## src/rtl/conv_stream_mac.sv

```systemverilog
// conv_stream_mac: streaming time-multiplexed linear convolution engine.
// A runtime-loadable kernel of LEN1 signed taps is convolved with an input
// sample stream, one multiply-accumulate per clock. in_last starts a flush
// that emits the LEN1-1 tail outputs of the packet.
// Optional feature macro: CONV_SAT_EN (saturate out_data to 2*N bits).
// The multiplier output is registered before accumulation, so each sample
// spends LEN1+1 cycles in MAC and its result appears LEN1+1 edges after the
// accept edge.
module conv_stream_mac #(
  parameter int N     = 16,
  parameter int LEN1  = 3,
  parameter int ACC_W = 2*N + $clog2(LEN1),
`ifdef CONV_SAT_EN
  localparam int OUT_W = 2*N
`else
  localparam int OUT_W = ACC_W
`endif
) (
  input  logic                     clk,
  input  logic                     rst,
  input  logic                     coef_we,
  input  logic [$clog2(LEN1)-1:0]  coef_addr,
  input  logic signed [N-1:0]      coef_data,
  output logic                     coef_busy,
  input  logic                     in_valid,
  output logic                     in_ready,
  input  logic signed [N-1:0]      in_data,
  input  logic                     in_last,
  output logic                     out_valid,
  input  logic                     out_ready,
  output logic signed [OUT_W-1:0]  out_data,
  output logic                     out_last
);

  localparam int AW = $clog2(LEN1);
  localparam int KW = $clog2(LEN1 + 1);

  typedef enum logic [1:0] {S_IDLE, S_MAC, S_OUT, S_FLUSH} state_t;

  state_t                    r_state;
  state_t                    w_nextState;
  logic                      r_inReady;
  logic signed [N-1:0]       r_d [0:LEN1-1];
  logic signed [N-1:0]       r_h [0:LEN1-1];
  logic [KW-1:0]             r_k;
  logic [AW-1:0]             r_flushCnt;
  logic                      r_lastPending;
  logic                      r_flushing;
  logic signed [ACC_W-1:0]   r_acc;
  logic signed [2*N-1:0]     r_prod;
  logic signed [OUT_W-1:0]   r_outData;

  logic                      w_accept;
  logic                      w_outXfer;
  logic                      w_macDone;
  logic                      w_finalOut;
  logic [AW-1:0]             w_tap;
  logic signed [2*N-1:0]     w_mulA;
  logic signed [2*N-1:0]     w_mulB;
  logic signed [2*N-1:0]     w_prod;
  logic signed [ACC_W-1:0]   w_sum;
  logic signed [OUT_W-1:0]   w_outNext;

  assign w_accept   = (r_state == S_IDLE) && r_inReady && in_valid;
  assign w_outXfer  = (r_state == S_OUT) && out_ready;
  assign w_macDone  = (r_state == S_MAC) && (r_k == KW'(LEN1));
  assign w_finalOut = r_flushing && (r_flushCnt == '0);

  assign w_tap  = r_k[AW-1:0];
  assign w_mulA = (2*N)'(r_h[w_tap]);
  assign w_mulB = (2*N)'(r_d[w_tap]);
  assign w_prod = w_mulA * w_mulB;
  assign w_sum  = r_acc + ACC_W'(r_prod);

`ifdef CONV_SAT_EN
  logic w_ovf;
  assign w_ovf = !((&w_sum[ACC_W-1:2*N-1]) || !(|w_sum[ACC_W-1:2*N-1]));

  // Clamp the final sum to the 2*N-bit signed range on its way to out_data
  always_comb begin
    w_outNext = w_sum[2*N-1:0];
    if (w_ovf) begin
      w_outNext = w_sum[ACC_W-1] ? {1'b1, {(2*N-1){1'b0}}} : {1'b0, {(2*N-1){1'b1}}};
    end
  end
`else
  assign w_outNext = w_sum;
`endif

  assign coef_busy = (r_state != S_IDLE);
  assign in_ready  = r_inReady;
  assign out_valid = (r_state == S_OUT);
  assign out_data  = r_outData;
  assign out_last  = (r_state == S_OUT) && w_finalOut;

  // Next-state decode: a tail output that is not the last one loops back via FLUSH
  always_comb begin
    w_nextState = r_state;
    case (r_state)
      S_IDLE:  if (w_accept) w_nextState = S_MAC;
      S_MAC:   if (w_macDone) w_nextState = S_OUT;
      S_OUT: begin
        if (w_outXfer) begin
          w_nextState = (r_lastPending && !w_finalOut) ? S_FLUSH : S_IDLE;
        end
      end
      S_FLUSH: w_nextState = S_MAC;
      default: w_nextState = S_IDLE;
    endcase
  end

  // State register; in_ready is registered so it first rises one edge after reset
  always_ff @(posedge clk or posedge rst) begin
    if (rst) begin
      r_state   <= S_IDLE;
      r_inReady <= 1'b0;
    end else begin
      r_state   <= w_nextState;
      r_inReady <= (w_nextState == S_IDLE);
    end
  end

  // Coefficient bank: writable only while idle, out-of-range taps are dropped
  always_ff @(posedge clk or posedge rst) begin
    if (rst) begin
      for (int i = 0; i < LEN1; i++) r_h[i] <= '0;
    end else if ((r_state == S_IDLE) && coef_we && (32'(coef_addr) < LEN1)) begin
      r_h[coef_addr] <= coef_data;
    end
  end

  // Delay line, pipelined MAC, output register and flush bookkeeping
  always_ff @(posedge clk or posedge rst) begin
    if (rst) begin
      for (int i = 0; i < LEN1; i++) r_d[i] <= '0;
      r_k           <= '0;
      r_flushCnt    <= '0;
      r_lastPending <= 1'b0;
      r_flushing    <= 1'b0;
      r_acc         <= '0;
      r_prod        <= '0;
      r_outData     <= '0;
    end else begin
      case (r_state)
        S_IDLE: begin
          if (w_accept) begin
            r_d[0] <= in_data;
            for (int i = 1; i < LEN1; i++) r_d[i] <= r_d[i-1];
            r_lastPending <= in_last;
            r_flushing    <= 1'b0;
            r_acc         <= '0;
            r_prod        <= '0;
            r_k           <= '0;
          end
        end
        S_MAC: begin
          r_acc <= w_sum;
          if (w_macDone) begin
            r_outData <= w_outNext;
          end else begin
            r_prod <= w_prod;
            r_k    <= r_k + KW'(1);
          end
        end
        S_OUT: begin
          if (w_outXfer && r_lastPending) begin
            if (!r_flushing) begin
              r_flushing <= 1'b1;
              r_flushCnt <= AW'(LEN1 - 1);
            end else if (w_finalOut) begin
              for (int i = 0; i < LEN1; i++) r_d[i] <= '0;
              r_lastPending <= 1'b0;
              r_flushing    <= 1'b0;
            end
          end
        end
        S_FLUSH: begin
          r_d[0] <= '0;
          for (int i = 1; i < LEN1; i++) r_d[i] <= r_d[i-1];
          r_flushCnt <= r_flushCnt - AW'(1);
          r_acc      <= '0;
          r_prod     <= '0;
          r_k        <= '0;
        end
        default: ;
      endcase
    end
  end

endmodule
```

## config.mk

```make
export PLATFORM = sky130hd
export DESIGN_NAME = conv_stream_mac
export DESIGN_NICKNAME = d
export VERILOG_FILES = /design/src/rtl/conv_stream_mac.sv
export SDC_FILE = /design/constraint.sdc
export NUM_CORES = 1
export LEC_CHECK = 0
export CAP_MARGIN = 20
export CORE_MARGIN = 1.5
export CORE_UTILIZATION = 40
export CTS_CLUSTER_DIAMETER = 80
export DETAILED_ROUTE_END_ITERATION = 10
export RECOVER_POWER = 100
export SYNTH_ARGS = -nofsm -noshare
export SYNTH_HDL_FRONTEND = slang
export SYNTH_SLANG_ARGS = --single-unit
```

## constraint.sdc

```tcl
create_clock -name clk -period 14.3 [get_ports clk]
set_clock_uncertainty 0.15 [all_clocks]
set_input_delay 3.575 -clock clk [delete_from_list [all_inputs] [get_ports clk]]
set_output_delay 3.575 -clock clk [all_outputs]
set_load 0.02 [all_outputs]
```

==> flow_metrics.tcl, run 1 <==
set metrics [dict create \
    start_util 0.406 \
    nets 2510 \
    tns_ns 0 \
    async_flop_share 1.00 \
    antenna_found_initial 0 \
    synth_area_mm2 0.0194 \
    vias_per_cell 5.26 \
    worst_hold_slack_ns 0.320 \
    drive_gt1_frac 0.0622 \
    endpoint_kind "register" \
    start_kind "register" \
    grt_pass1_vias 14800 \
    syn_area_per_cell_um2 9.52 \
    critPathMaxFanout 48 \
    final-max-slew-violation-count 367 \
    die_h_um 223 \
    status "finished, violations left" \
    ys.flop_type "dfrtp_1" \
    layout_common_cells "inv_1 (319), nand2_1 (280), fa_1 (263)" \
    rows 80 \
    synthDistinctLibCells 65 \
    synth_fp_nets 2456 \
    hold_viol 0 \
    gp_congestion 0.897 \
    yosysSeqAreaShare 0.265 \
    max-cap-violations 6 \
    critical_path_arrival_ns 9.67 \
    path_clk_slew_ns 0.06 \
    grt_max_degree 130 \
    worst-slew-pin-transition_ns 5.76 \
    root_buffer "clkbuf_16" \
    rsz0062_at_grt "false" \
    hold_path.class "register to register" \
    ys_warn_count 0 \
    postCtsHoldBufs 0 \
    grt_pass1_wl_um 80100 \
    cts-resized-gates 0 \
    seqCellArea_mm2 0.00513 \
    n_antenna_cell 0 \
    required_ns 14.54 \
    ant_nets 0 \
    num_vias 14300 \
    groute.usage.overall 0.203 \
    die_area_mm2 0.0498 \
    pin_count 78 \
    dr.pass1.iters 5 \
    cts_tree "done" \
    cts_buffer_depth 3 \
    routedWlPerCell_um 18.2 \
    port_buffers 77 \
    fmax_mhz 106 \
    layout_commonest_cell "inv_1" \
    cts_max_level 1 \
    die_w_um 223 \
    cts.sinks 205 \
    ys_ff_latch 205 \
    cts_buffers 23 \
    grt_overflow 0 \
    drc_errors 0 \
    crit_type "register to register" \
    min_period_ns 9.44 \
    clk_latency_ns 0.53 \
    finalCritPeriodShare 0.660 \
    drt_iter0_markers 935 \
    synth_edf_count 0 \
    setup_violations 0 \
    timing.slew.headroom -2.86 \
    multiInputGateArea_mm2 0.0128 \
    violations "max-capacitance violations, max-slew violations" \
    synthCells 2036 \
    syn_to_final_growth_pct 11.6 \
    drt-total-wl_um 49500 \
    fillers 4565 \
    dp_hpwl_um 39100 \
    cts_post_setup_buffers_inserted 0 \
    core_mm2 0.0477 \
]
-- layout make-up --
class,count,share of cell area
Timing Repair Buffer,105,0.0443
Multi-Input combinational cell,1433,0.592
Tap cell,615,0.0356
Sequential cell,205,0.237
Clock buffer,31,0.0308
Clock inverter,10,0.00445
Inverter,322,0.0559
-- flip-flops by register name, summed over array words and instances (netlist names) --
register       flops
in_ready           1
out_data          34
r_acc             34
r_d               48
r_flushCnt         2
r_flushing         1
r_h               48
r_k                2
r_lastPending      1
r_prod            32
r_state            2
-- metal layers --
layer	share of wire	GRT usage
met1	0.46	0.286
met5	0	0
met4	0.022	0.0432
met2	0.47	0.331
met3	0.056	0.0316
-- worst paths after layout --
| kind | cells past startpoint | slack, ns | to | start |
|---|---|---|---|---|
| min in group asynchronous | 2 | 5.12 | in_ready | rst |
| worst max register to register | 24 | 4.86 | r_prod[29] | r_k[0] |
| worst min-delay path | 2 | 0.32 | out_data[9] | out_data[9] |
| worst max-delay path | 24 | 4.86 | r_prod[29] | r_k[0] |
| worst min register to register | 2 | 0.32 | out_data[9] | out_data[9] |
| max in group asynchronous | 2 | 6.07 | r_k[1] | rst |
-- metrics by stage --
| stage | area, um^2 | std cells | utilization | worst slack (ns) |
|---|---|---|---|---|
| after floorplan | 19400 | 2036 | - | 4.98 |
| after global placement | 20900 | 2680 | 0.438 | 5.88 |
| after detailed placement | 20900 | 2680 | 0.438 | 5.78 |
| after CTS | 21700 | 2721 | 0.454 | 5.76 |
| after global routing | 21600 | 2721 | 0.453 | 4.23 |
| final | 21600 | 2721 | 0.453 | 4.86 |
-- worst max-delay path: stages (launching register included) --
cell	delay (ns)
dfrtp_1	0.36
clkbuf_1	1.42
o21ai_0	1.12
nand2_1	0.34
fa_1	0.51
fa_1	0.58
fa_1	0.46
fa_1	0.55
inv_1	0.05
fa_1	0.47
inv_1	0.06
fa_1	0.53
inv_1	0.05
ha_1	0.36
o21a_1	0.19
nor2_1	0.15
inv_1	0.06
a21oi_1	0.25
nor2_1	0.09
a2111oi_0	0.69
a211o_1	0.18
nand2_1	0.11
a211oi_1	0.29
xor2_1	0.17
o21ai_0	0.08
-- logic make-up (layout without fill, tap and decap cells) --
group           after synthesis  count (layout)  synth area share
fa+ha+maj                   380             380             0.347
mux                          83              83            0.0461
compound gates              367             367             0.122
simple gates                538             538             0.114
xor+xnor                     65              65            0.0294
flops                       205             205             0.265
buf+inv                     398             468            0.0772
-- cells in the mapped netlist (3+ instances only) --
master	instances	area (um^2)
mux2_2	50	563
o21a_1	21	158
nor3_1	14	70.1
clkbuf_1	67	251
nor2_1	175	657
nand2b_1	22	138
o21bai_1	13	97.6
xor2_1	23	201
a211oi_1	6	45.0
ha_1	117	1460
a22o_1	39	342
or3_1	3	18.8
buf_1	7	26.3
and2_1	4	25.0
nand2_1	281	1050
mux2i_1	33	330
dfrtp_1	205	5130
and3_1	6	37.5
a21oi_1	61	305
o31ai_1	4	30.0
o21ai_0	73	365
a31oi_1	6	37.5
or2_2	3	18.8
nand3_1	6	30.0
inv_1	320	1200
o211ai_1	5	37.5
fa_1	263	5270
nor2b_1	10	62.6
nand4_1	5	31.3
o21ai_1	69	345
xnor2_1	42	368
a221oi_1	3	26.3
a21o_1	39	293
Power of run 1 is not shown: default switching activity piles up to over one toggle a cycle in this logic, so the estimate is an artifact.
==> run 2: changes to the inputs <==
clock period = 8.64 ns   (was 14.3 ns; I/O delays follow)
==> flow_metrics.tcl, run 2 (synthesis results as in run 1) <==
set metrics [dict create \
    status "finished, violations left" \
    violations "max-capacitance violations, max-slew violations" \
    tns_ns 0 \
    r2r_cells 25 \
    ant_nets 0 \
    cts_buffer_depth 3 \
    die_h_um 223 \
    drive_gt1_frac 0.0690 \
    post-place-ws_ns 0.889 \
    crit_slowest_cell "fa_1" \
    grt_max_degree 129 \
    core_mm2 0.0477 \
    r2r_start "r_k[1]" \
    top_layer "met4" \
    min_period_ns 7.91 \
    largest_registers "r_d x48, r_h x48" \
    hold_viol 0 \
    drt-total-wl_um 51000 \
    rsz0062_at_grt "false" \
    hold_path.class "register to register" \
    vias_per_cell 5.18 \
    met1Wirelength_um 23100 \
    cp_num_cells 25 \
    syn_to_final_growth_pct 12.7 \
    grt_pass1_wl_um 81900 \
    r2r-end "r_prod[30]" \
    fmax_mhz 126 \
    start_kind "register" \
    critPathMaxFanout 25 \
    routedWlPerCell_um 18.6 \
    final-max-slew-violation-count 343 \
    final_cell_area_mm2 0.0218 \
    cpPeakStageDelay_ns 0.56 \
    critical_path_arrival_ns 8.16 \
    start_util 0.406 \
    dr_wl_met2_um 23500 \
    max-cap-violations 5 \
    required_ns 8.89 \
    cts-resized-gates 0 \
    pin_count 78 \
    holdPathEnd "out_data[15]" \
    groute.usage.overall 0.210 \
    grt_overflow 0 \
    crit_type "register to register" \
    dr.pass1.iters 5 \
    layout_common_cells "inv_1 (320), nand2_1 (280), fa_1 (263)" \
    hold_start "out_data[15]" \
    dr_wl_met3_um 2670 \
    post-place-cells 2698 \
    n_antenna_cell 0 \
    drt_iter0_markers 813 \
    path_clk_slew_ns 0.06 \
    cts_max_level 1 \
    cts_post_setup_buffers_inserted 0 \
    nets 2531 \
    grt_pass1_vias 15000 \
    cp.buffers_inverters 5 \
    endpoint_kind "register" \
    worst-slew-pin-transition_ns 4.91 \
    clk_latency_ns 0.53 \
    setup_ws_ns 0.735 \
    reg2reg_slack_ns 0.73 \
    critPathTopFamily "adder cells" \
    cts.sinks 205 \
    drc_errors 0 \
    postCtsHoldBufs 0 \
    finalCritPeriodShare 0.915 \
    num_vias 14200 \
    port_buffers 77 \
    antenna_found_initial 0 \
    die_area_mm2 0.0498 \
    gp_congestion 0.942 \
    dp_hpwl_um 41100 \
    whs_path_depth 2 \
    timing.slew.headroom -2.27 \
    setup_violations 0 \
    cp_common_cell "fa_1" \
    cts_buffers 24 \
    place_area_mm2 0.0211 \
    cts_tree "done" \
    layout_commonest_cell "inv_1" \
    root_buffer "clkbuf_16" \
    die_w_um 223 \
    final_cells 2744 \
    rows 80 \
]
==> run 2: cell count changes in the layout (fill, tap and decap cells not counted), moves of 2 or more <==
cell	previous run	this run
clkinvlp_4	3	0
clkbuf_1	8	14
clkbuf_8	6	4
buf_12	0	2
buf_4	22	38
==> run 2: cell type report <==
cell class | instances | area, um^2
Multi-Input combinational cell | 1433 | 12800
Fill cell | 4594 | 25900
Clock buffer | 36 | 686
Tap cell | 615 | 769
Clock inverter | 8 | 109
Inverter | 322 | 1210
Timing Repair Buffer | 125 | 1140
Sequential cell | 205 | 5130
==> run 2: worst register-to-register path, stage by stage (launching register included) <==
cell and delay, ns:
dfrtp_2 0.55, buf_12 0.26, mux2i_1 0.35, o21a_1 0.43, nor2_1 0.13, fa_1 0.56, inv_1 0.05, fa_1 0.45
fa_1 0.51, fa_1 0.55, inv_1 0.05, fa_1 0.48, inv_1 0.05, fa_1 0.56, inv_1 0.05, ha_1 0.36
and3_1 0.20, o211ai_1 0.09, o21a_1 0.21, o21a_1 0.23, o21ai_0 0.44, nor3_1 0.09, o31a_1 0.37, o31ai_1 0.35
xnor2_1 0.16, o21ai_0 0.08
==> run 2: metrics by stage <==
step,hold slack [ns],util
after global routing,0.354,0.458
after detailed placement,0.319,0.441
after floorplan,0.297,-
after CTS,0.333,0.458
after global placement,0.312,0.441
final,0.320,0.458
==> run 2: how the worst max path moves through the flow <==
stage | startpoint | end | slack (ns)
final | r_k[1] | r_prod[30] | 0.73
after global routing | rst | r_k[1] | 0.27
after CTS | r_k[1] | r_prod[30] | 0.85
after detailed placement | r_k[1] | r_prod[30] | 0.89
after global placement | r_k[1] | r_prod[30] | 0.92
after floorplan | rst | in_ready | 0.73
==> run 2: routing by layer <==
layer / GRT usage / vias up
met1: 0.283 / 7133
met5: 0 / -
li1: - / 6663
met2: 0.344 / 335
met4: 0.0654 / 0
met3: 0.0377 / 80
Power of run 2 is left out for the same reason.
